File: src/rtl/fig89_run_arbiter.sv
// fig89_run_arbiter: round-robin owner of a shared Fig 8.9 counter/flag datapath
//
// Issues a one-cycle Start to the datapath on behalf of the granted requester,
// waits for F to drop (Start accepted) and rise again (run complete), then
// returns the captured A/E with a one-cycle done pulse. A run that does not
// complete within TIMEOUT cycles of entering CLEAR is aborted with res_err_o.
//
// Parameters:
//   N_REQ    number of requesters (2..8)
//   TIMEOUT  cycles from entering CLEAR until a run is aborted (1..255)
//
// Ports:
//   clock_i      system clock, rising edge
//   reset_i      asynchronous active-high reset
//   req_i        level requests, bit i held until done_o[i]
//   grant_o      one-hot owner of the datapath, zero when idle
//   done_o       one-cycle completion pulse to the owner
//   res_A_o      datapath A captured at completion
//   res_E_o      datapath E captured at completion
//   res_err_o    high with done_o when the run timed out
//   busy_o       high whenever the arbiter is not idle
//   dp_start_o   datapath Start input
//   dp_A_i       datapath A
//   dp_E_i       datapath E
//   dp_F_i       datapath F
//   run_count_o  completed good runs, saturating (FIG89_RUN_STATS_EN only)
//   err_count_o  timed-out runs, saturating (FIG89_RUN_STATS_EN only)
//
// Optional feature macro: FIG89_RUN_STATS_EN adds the run/error counters.
module fig89_run_arbiter #(
   parameter int N_REQ   = 4,
   parameter int TIMEOUT = 31
) (
   input  logic             clock_i,
   input  logic             reset_i,
   input  logic [N_REQ-1:0] req_i,
   output logic [N_REQ-1:0] grant_o,
   output logic [N_REQ-1:0] done_o,
   output logic [3:0]       res_A_o,
   output logic             res_E_o,
   output logic             res_err_o,
   output logic             busy_o,
   output logic             dp_start_o,
`ifdef FIG89_RUN_STATS_EN
   output logic [7:0]       run_count_o,
   output logic [3:0]       err_count_o,
`endif
   input  logic [3:0]       dp_A_i,
   input  logic             dp_E_i,
   input  logic             dp_F_i
);
   localparam int IW = (N_REQ > 1) ? $clog2(N_REQ) : 1;
   typedef enum logic [2:0] {IDLE, ISSUE, CLEAR, RUN, DONE} state_t;
   state_t           state_q;
   logic [N_REQ-1:0] grant_q, done_q;
   logic [3:0]       res_A_q;
   logic             res_E_q, res_err_q, busy_q, dp_start_q;
   logic [IW-1:0]    rr_ptr_q, owner_q, sel_idx;
   logic             sel_vld;
   logic [7:0]       timer_q, timer_d;
   logic             timed_out;
`ifdef FIG89_RUN_STATS_EN
   logic [7:0]       run_cnt_q;
   logic [3:0]       err_cnt_q;
   assign run_count_o = run_cnt_q;
   assign err_count_o = err_cnt_q;
`endif
   assign grant_o    = grant_q;
   assign done_o     = done_q;
   assign res_A_o    = res_A_q;
   assign res_E_o    = res_E_q;
   assign res_err_o  = res_err_q;
   assign busy_o     = busy_q;
   assign dp_start_o = dp_start_q;
   // Search upward from rr_ptr+1; iterating from the far end lets the
   // nearest set bit overwrite any farther candidate.
   always_comb begin
      sel_vld = 1'b0;
      sel_idx = '0;
      for (int k = N_REQ; k >= 1; k--) begin
         if (req_i[(int'(rr_ptr_q) + k) % N_REQ]) begin
            sel_vld = 1'b1;
            sel_idx = IW'((int'(rr_ptr_q) + k) % N_REQ);
         end
      end
   end
   // Comparing the incremented value makes done land exactly TIMEOUT
   // cycles after entering CLEAR.
   assign timer_d   = (timer_q == 8'hFF) ? timer_q : timer_q + 8'd1;
   assign timed_out = (timer_d == 8'(TIMEOUT));
   always_ff @(posedge clock_i or posedge reset_i) begin
      if (reset_i) begin
         state_q    <= IDLE;
         grant_q    <= '0;
         done_q     <= '0;
         res_A_q    <= '0;
         res_E_q    <= 1'b0;
         res_err_q  <= 1'b0;
         busy_q     <= 1'b0;
         dp_start_q <= 1'b0;
         rr_ptr_q   <= IW'(N_REQ - 1);
         owner_q    <= '0;
         timer_q    <= '0;
`ifdef FIG89_RUN_STATS_EN
         run_cnt_q  <= '0;
         err_cnt_q  <= '0;
`endif
      end else begin
         done_q     <= '0;
         dp_start_q <= 1'b0;
         case (state_q)
            IDLE: begin
               if (sel_vld) begin
                  grant_q    <= N_REQ'(1) << sel_idx;
                  owner_q    <= sel_idx;
                  dp_start_q <= 1'b1;
                  busy_q     <= 1'b1;
                  state_q    <= ISSUE;
               end
            end
            ISSUE: begin
               timer_q <= '0;
               state_q <= CLEAR;
            end
            CLEAR, RUN: begin
               if (state_q == RUN && dp_F_i) begin
                  res_A_q   <= dp_A_i;
                  res_E_q   <= dp_E_i;
                  res_err_q <= 1'b0;
                  done_q    <= grant_q;
                  state_q   <= DONE;
`ifdef FIG89_RUN_STATS_EN
                  run_cnt_q <= (run_cnt_q == 8'hFF) ? run_cnt_q : run_cnt_q + 8'd1;
`endif
               end else if (timed_out) begin
                  res_err_q <= 1'b1;
                  done_q    <= grant_q;
                  state_q   <= DONE;
`ifdef FIG89_RUN_STATS_EN
                  err_cnt_q <= (err_cnt_q == 4'hF) ? err_cnt_q : err_cnt_q + 4'd1;
`endif
               end else begin
                  timer_q <= timer_d;
                  state_q <= (state_q == CLEAR && !dp_F_i) ? RUN : state_q;
               end
            end
            DONE: begin
               grant_q  <= '0;
               busy_q   <= 1'b0;
               rr_ptr_q <= owner_q;
               state_q  <= IDLE;
            end
            default: state_q <= IDLE;
         endcase
      end
   end
endmodule
File: config.mk
export PLATFORM = sky130hd
export DESIGN_NAME = fig89_run_arbiter
export DESIGN_NICKNAME = d
export VERILOG_FILES = /design/src/rtl/fig89_run_arbiter.sv
export SDC_FILE = /design/constraint.sdc
export NUM_CORES = 1
export LEC_CHECK = 0
export CAP_MARGIN = 40
export CORE_ASPECT_RATIO = 1.25
export CORE_MARGIN = 3
export CORE_UTILIZATION = 55
export DETAILED_ROUTE_END_ITERATION = 6
export PLACE_DENSITY_LB_ADDON = 0.08
export SETUP_SLACK_MARGIN = 0.1
export SLEW_MARGIN = 25
export SYNTH_ARGS = -nofsm -noshare
export SYNTH_HDL_FRONTEND = slang
export SYNTH_SLANG_ARGS = --single-unit
File: constraint.sdc
create_clock -name clock_i -period 4.5 [get_ports clock_i]
set_input_delay 1.125 -clock clock_i [delete_from_list [all_inputs] [get_ports clock_i]]
set_output_delay 1.125 -clock clock_i [all_outputs]
set_load 0.005 [all_outputs]
# --- Word-level counts from Yosys, hierarchy flattened ---
# Index checks and enable logic that the tools add are counted.
op_classes:
  shifts: 1
  mux: 40
  add_sub_neg: 5
  reduce_logical: 18
  bitwise_logic: 4
  magnitude_cmp: 4
  eq_ne: 10
op_table:
  columns: ["operator", "count"]
  rows:
  - ["8-bit two-way mux", 3]
  - ["1-bit two-way mux", 17]
  - ["3-bit by 4-bit less-than comparator with 1-bit output (second input constant)", 4]
  - ["4-bit two-way mux", 4]
  - ["8-bit case mux with 2 select lines", 1]
  - ["3-bit two-way mux", 4]
  - ["2-bit AND reduction", 5]
  - ["2-bit OR reduction", 5]
  - ["3-bit case mux with 3 select lines", 1]
  - ["8-bit by 1-bit adder with 8-bit output (second input constant)", 1]
  - ["1-bit binary-select mux with 2-bit select", 4]
  - ["8-bit by 5-bit equality test with 1-bit output (second input constant)", 1]
  - ["8-bit equality test (second input constant)", 1]
  - ["2-bit two-way mux", 4]
  - ["4-bit case mux with 2 select lines", 1]
  - ["3-bit by 2-bit equality test with 1-bit output (second input constant)", 2]
  - ["2-bit inequality test (second input constant)", 3]
  - ["2-bit nonzero test", 3]
  - ["2-bit by 1-bit adder with 2-bit output (second input constant)", 2]
  - ["2-bit adder (second input constant)", 2]
  - ["1-bit bitwise AND (first input constant)", 4]
  - ["4-bit inequality test (second input constant)", 1]
  - ["1-bit by 2-bit left shift with 4-bit output (first input constant)", 1]
  - ["3-bit by 1-bit equality test with 1-bit output (second input constant)", 1]
  - ["6 further kinds", 7]
word_totals:
  output_inout_bits: 16
  word_cells: 93
  input_bits: 12
  reg_bits: 31

# --- Depth between registers and ports, before layout ---
logic_depth:
  word_depth: 13
  depth_mapped: 7
  ltp_nobuf: 6

# --- Worst setup path after synthesis ---
# No wires, ideal clock.
synth_timing:
  kind: "input to register"
  startpoint: "input port req_i[0]"
  endpoint: "register grant_q[3], in the netlist grant_o[3]"
  slack_ns: 2.179
  n_path_buf: 0
  stages: 4
  setup_ns: 0.122
  arrival_time_ns: 2.200
  path_cell_list: "or2_2 o311ai_2 nor2_1 a32o_1"
synth_via:
  elab_chain_len: 10
  elab_cells_between_ends: 25
synth_lines:
  columns: ["item", "line", "rtl"]
  rows:
  - ["start, declared", "36", "input logic [N_REQ-1:0] req_i,"]
  - ["1-bit binary-select mux with 2-bit select", "81", "if (req_i[(int'(rr_ptr_q) + k) % N_REQ]) begin"]
  - ["1-bit two-way mux (not written as such) (2 in series)", "81", null]
  - ["2-bit two-way mux (4 in series)", "81", null]
  - ["1-bit by 2-bit left shift with 4-bit output", "114", "grant_q <= N_REQ'(1) << sel_idx;"]
  - ["4-bit two-way mux", "113", "if (sel_vld) begin"]
  - ["4-bit case mux with 2 select lines", "111", "case (state_q)"]
  - ["end signal, assigned", "114", null]
  - ["end, declared", "55", "logic [N_REQ-1:0] grant_q, done_q;"]
# Parallel ways exist; a longest one is shown, timed or not. The select of a mux whose other input is x is not followed.
# A chain may end at the register's enable or synchronous reset.

# --- Worst setup path after layout ---
layout_timing:
  startpoint: "input port req_i[1]"
  endpoint: "register grant_q[3], in the netlist grant_o[3]"
# The elaborated chain is that of the path after synthesis.

==> PnR_summary.wiki <==
{| class="wikitable"
! Metric !! Value
|-
| Pre-antenna DRT Iters || 4
|-
| Crit. End Element || flop
|-
| Non-filler cells in the finished layout || a little over 200
|-
| Transition time at the pin with the least slew margin || a little over 0.6 ns
|-
| Top flip-flop cell by instance count after synthesis || sky130_fd_sc_hd__dfrtp_1
|-
| Clock transition time at the flip-flop clock pins of the worst setup and hold paths || ~0.090 ns
|-
| Skew final || 0.00810 ns
|-
| Post-synth top area share || between 40 and 50%
|-
| Delay of the slowest cell on the worst path || roughly 0.50 ns
|-
| Std-Cell Core Area || between 2000 and 3000 sq um
|-
| Worst Hold Depth || 2
|-
| Post-synthesis instance area || approximately 1500 sq um
|-
| Total Nets Final || 185
|-
| First DRT Iteration DRCs || 56
|-
| Antenna cell count || 0
|-
| Max-slew headroom || between 50% and 60%
|-
| Global routing usage summed across all routing layers || a little over a fifth
|-
| Wire length of the first global-routing pass || approximately 5.4 mm
|-
| Final Setup Violations || 0
|-
| Result of the run || finished clean
|-
| Number of hold violations in the final report || 0
|-
| Fill cells || between 150 and 200
|-
| Count leader, synth || sky130_fd_sc_hd__dfrtp_1
|-
| WS Path Type || primary input to flop
|-
| Post-synthesis net count || ~160
|-
| Final routed wirelength across all metal layers || just over 3 mm
|-
| Gate count after technology mapping || 143
|-
| Number of H-tree levels || 2
|-
| Count of placed standard cells including taps || 198
|-
| Resize count post-CTS || 0
|-
| Post-Place Worst Slack || between 1.5 and 2 ns
|-
| Max_cap viols || 0
|-
| Cts hold-fix bufs || 0
|-
| I/O pins || 28
|-
| Avg Synthesized Cell Area || 10.6 sq um
|-
| Final hold slack || 0.489 ns
|-
| Startpoint kind of the worst setup timing path || primary input
|-
| Peak ir drop on the vdd network || 0.000388 V
|-
| Weighted congestion at the end of routability-driven global placement || between 0.7 and 0.8
|-
| Number of buffers on the longest clock path || 2
|-
| Total of buffers placed on input and output ports || 27
|-
| WP depth || 5
|-
| EDFF count, synth || 0
|-
| DR vias || about 1,200
|-
| Area growth, synth to finish || 22.2%
|-
| Biggest area consumer among synthesized cells || sky130_fd_sc_hd__dfrtp_1
|-
| Number of clock sinks seen by CTS || 31
|-
| Data arrival time of the critical path || about 2.8 ns
|-
| Routed length per instance || between 10 and 15 microns
|-
| Most used standard cells in the synthesized netlist || 29 x sky130_fd_sc_hd__dfrtp_1, 13 x sky130_fd_sc_hd__nand2_1, 9 x sky130_fd_sc_hd__nand3_1
|-
| Cell depth of the worst flop-to-flop path || 6
|-
| Maximum achievable frequency || between 0.3 and 0.4 GHz
|-
| CP bufs+invs || 1
|-
| CTS root buf || sky130_fd_sc_hd__clkbuf_4
|-
| Share of the core filled with cells || about three quarters
|-
| Seq cells post-synth || 31
|-
| Unrepaired setup endpoints after global routing || false
|-
| Leakage power total || just under 0.8 nW
|-
| Count of buffers added by post-CTS timing repair for setup || 0
|-
| Effective utilization at floorplan || 60.2%
|-
| Data required time at the worst endpoint || roughly 4.7 ns
|-
| Estimated wirelength of the detail-placed design || roughly 2.2 mm
|-
| Number of warnings printed during yosys synthesis || 0
|-
| Part of the Yosys area used for sequential elements || around half
|-
| Total CTS buffers || 5
|-
| Share of flip-flops with an asynchronous set or reset after synthesis || between 90% and 100%
|-
| Dominant cells by area after synthesis || sky130_fd_sc_hd__dfrtp_1 48%, sky130_fd_sc_hd__mux2_2 5.2%, sky130_fd_sc_hd__a21oi_2 4.0%
|-
| Largest net degree at the start of global routing || 32
|-
| Number of slew-limit violations in the final report || 0
|-
| Ratio of routed vias to standard cells || ~5.8
|-
| Crit path time final || 2.62 ns
|-
| Remaining design rule violation count || 0
|-
| Post-layout worst setup margin || approximately 1.9 ns
|-
| Total Neg Setup Slack || 0 ns
|-
| Critical-path cell list || clkdlybuf4s50_1 -> or2_2 -> o311ai_2 -> nor2_1 -> a32o_1
|-
| Share of post-route cells with drive strength above 1 || between 15 and 20%
|-
| Tcrit/Tclk final || between 50% and 60%
|-
| Remaining antenna violation count after routing || 0
|-
| Die X || between 50 and 60 microns
|-
| PwrDens || 563 nW/um^2
|-
| Initial antenna violation count || 0
|-
| Aggregate global routing overflow || 0
|-
| Insertion delay of the later-clocked pin in the worst-skew pair || between 0.3 and 0.4 ns
|-
| Max FO, Critical Path || 8
|-
| Std cell rows || 20
|-
| Vertical die dimension || 64.8 microns
|-
| Area enclosed by the die boundary || ~3400 sq um
|-
| Count of cell types in the netlist || 44
|-
| Clock tree from TritonCTS || done
|-
| Number of global-route vias before repair || roughly 1,300
|-
| Cell type of the slowest stage on the worst timing path || sky130_fd_sc_hd__o311ai_2
|-
| Family with the most delay on the worst path || compound AO/OA/AOI/OAI gates
|-
| Class of the worst hold path || flop to flop
|}
## kinds of logic (layout without fill, tap and decap cells)
logic type	count (synthesis)	in the layout	synth area share [%]
DFF	31	31	51.2
buffers and inverters	13	43	4.19
xor gates and xnor gates	1	1	0.576
and+or+nand+nor	48	48	16.5
muxes	8	8	5.84
AOI/OAI and AO/OA	41	41	20.9
adders and majority gates	1	1	0.822
## cell type report
type	instances	area, sq um	area share [%]
Inverter	8	30.0	1.62
Timing Repair Buffer	27	270	14.5
Multi-Input combinational cell	99	679	36.5
Clock buffer	7	55.1	2.96
Tap cell	33	41.3	2.22
Sequential cell	31	778	41.9
Clock inverter	1	5.00	0.269
## worst reg2reg max path: cells and delay by family, from the launching register on
| kind | cells | cell delay [ns] |
|---|---|---|
| flops | 1 | 0.44 |
| compound gates | 3 | 0.78 |
| simple gates | 2 | 0.35 |
| fa+ha+maj | 1 | 0.31 |
## metrics by stage
step                total power, W  cell area, sq um
floorplan                 0.000711              1520
global route               0.00113              1860
detailed placement        0.000883              1800
global placement          0.000868              1800
finish                     0.00105              1860
CTS                        0.00106              1860
## state kept, by name, indices dropped and copies added, names as in the netlist
name	count
busy_o	1
done_o	4
dp_start_o	1
grant_o	4
owner_q	2
res_A_o	4
res_E_o	1
res_err_o	1
rr_ptr_q	2
state_q	3
timer_q	8
## final timing paths
check | from | to | slack, ns
max in group asynchronous | reset_i | res_err_o$_DFFE_PP0P_ | 2.90
worst min register to register | busy_o$_DFFE_PP0P_ | busy_o$_DFFE_PP0P_ | 0.49
min in group asynchronous | reset_i | done_o[0]$_DFF_PP0_ | 1.19
worst max-delay path | req_i[1] | grant_o[3]$_DFFE_PP0P_ | 1.88
worst max register to register | timer_q[0]$_DFFE_PP0P_ | timer_q[0]$_DFFE_PP0P_ | 2.50
worst min-delay path | busy_o$_DFFE_PP0P_ | busy_o$_DFFE_PP0P_ | 0.49
## power by group
group,leakage [nW],total (W),internal [W],switching [W]
Sequential,0.392,0.000455,0.000375,0.0000801
Clock,0.0353,0.000166,0.0000756,0.0000908
Combinational,0.364,0.000425,0.000222,0.000203
Total,0.792,0.00105,0.000672,0.000374
## layer usage
layer	track usage, %	vias to the layer above	part of all wire [%]
met5	0	-	0
met4	7.67	0	1.1
met3	5.98	5	4.8
met2	35.9	35	52
met1	25.1	584	42
li1	-	579	-
## placed cells by master, fill, tap and decap left out, types with 2 or more instances in the layout
| master | count |
|---|---|
| sky130_fd_sc_hd__o21ai_0 | 6 |
| sky130_fd_sc_hd__nand2_1 | 13 |
| sky130_fd_sc_hd__clkbuf_4 | 5 |
| sky130_fd_sc_hd__and3_1 | 2 |
| sky130_fd_sc_hd__mux2_2 | 7 |
| sky130_fd_sc_hd__nand2b_1 | 3 |
| sky130_fd_sc_hd__o31ai_1 | 2 |
| sky130_fd_sc_hd__a41oi_1 | 2 |
| sky130_fd_sc_hd__nor2_1 | 6 |
| sky130_fd_sc_hd__and2_1 | 5 |
| sky130_fd_sc_hd__a21oi_2 | 7 |
| sky130_fd_sc_hd__o211ai_1 | 2 |
| sky130_fd_sc_hd__clkdlybuf4s50_1 | 27 |
| sky130_fd_sc_hd__a21oi_1 | 4 |
| sky130_fd_sc_hd__nand3_1 | 9 |
| sky130_fd_sc_hd__dfrtp_1 | 29 |
| sky130_fd_sc_hd__a31oi_1 | 5 |
| sky130_fd_sc_hd__dfstp_2 | 2 |
| sky130_fd_sc_hd__inv_1 | 7 |
| sky130_fd_sc_hd__nor3_1 | 2 |
Note: power is estimated with default switching activity, not from simulation.
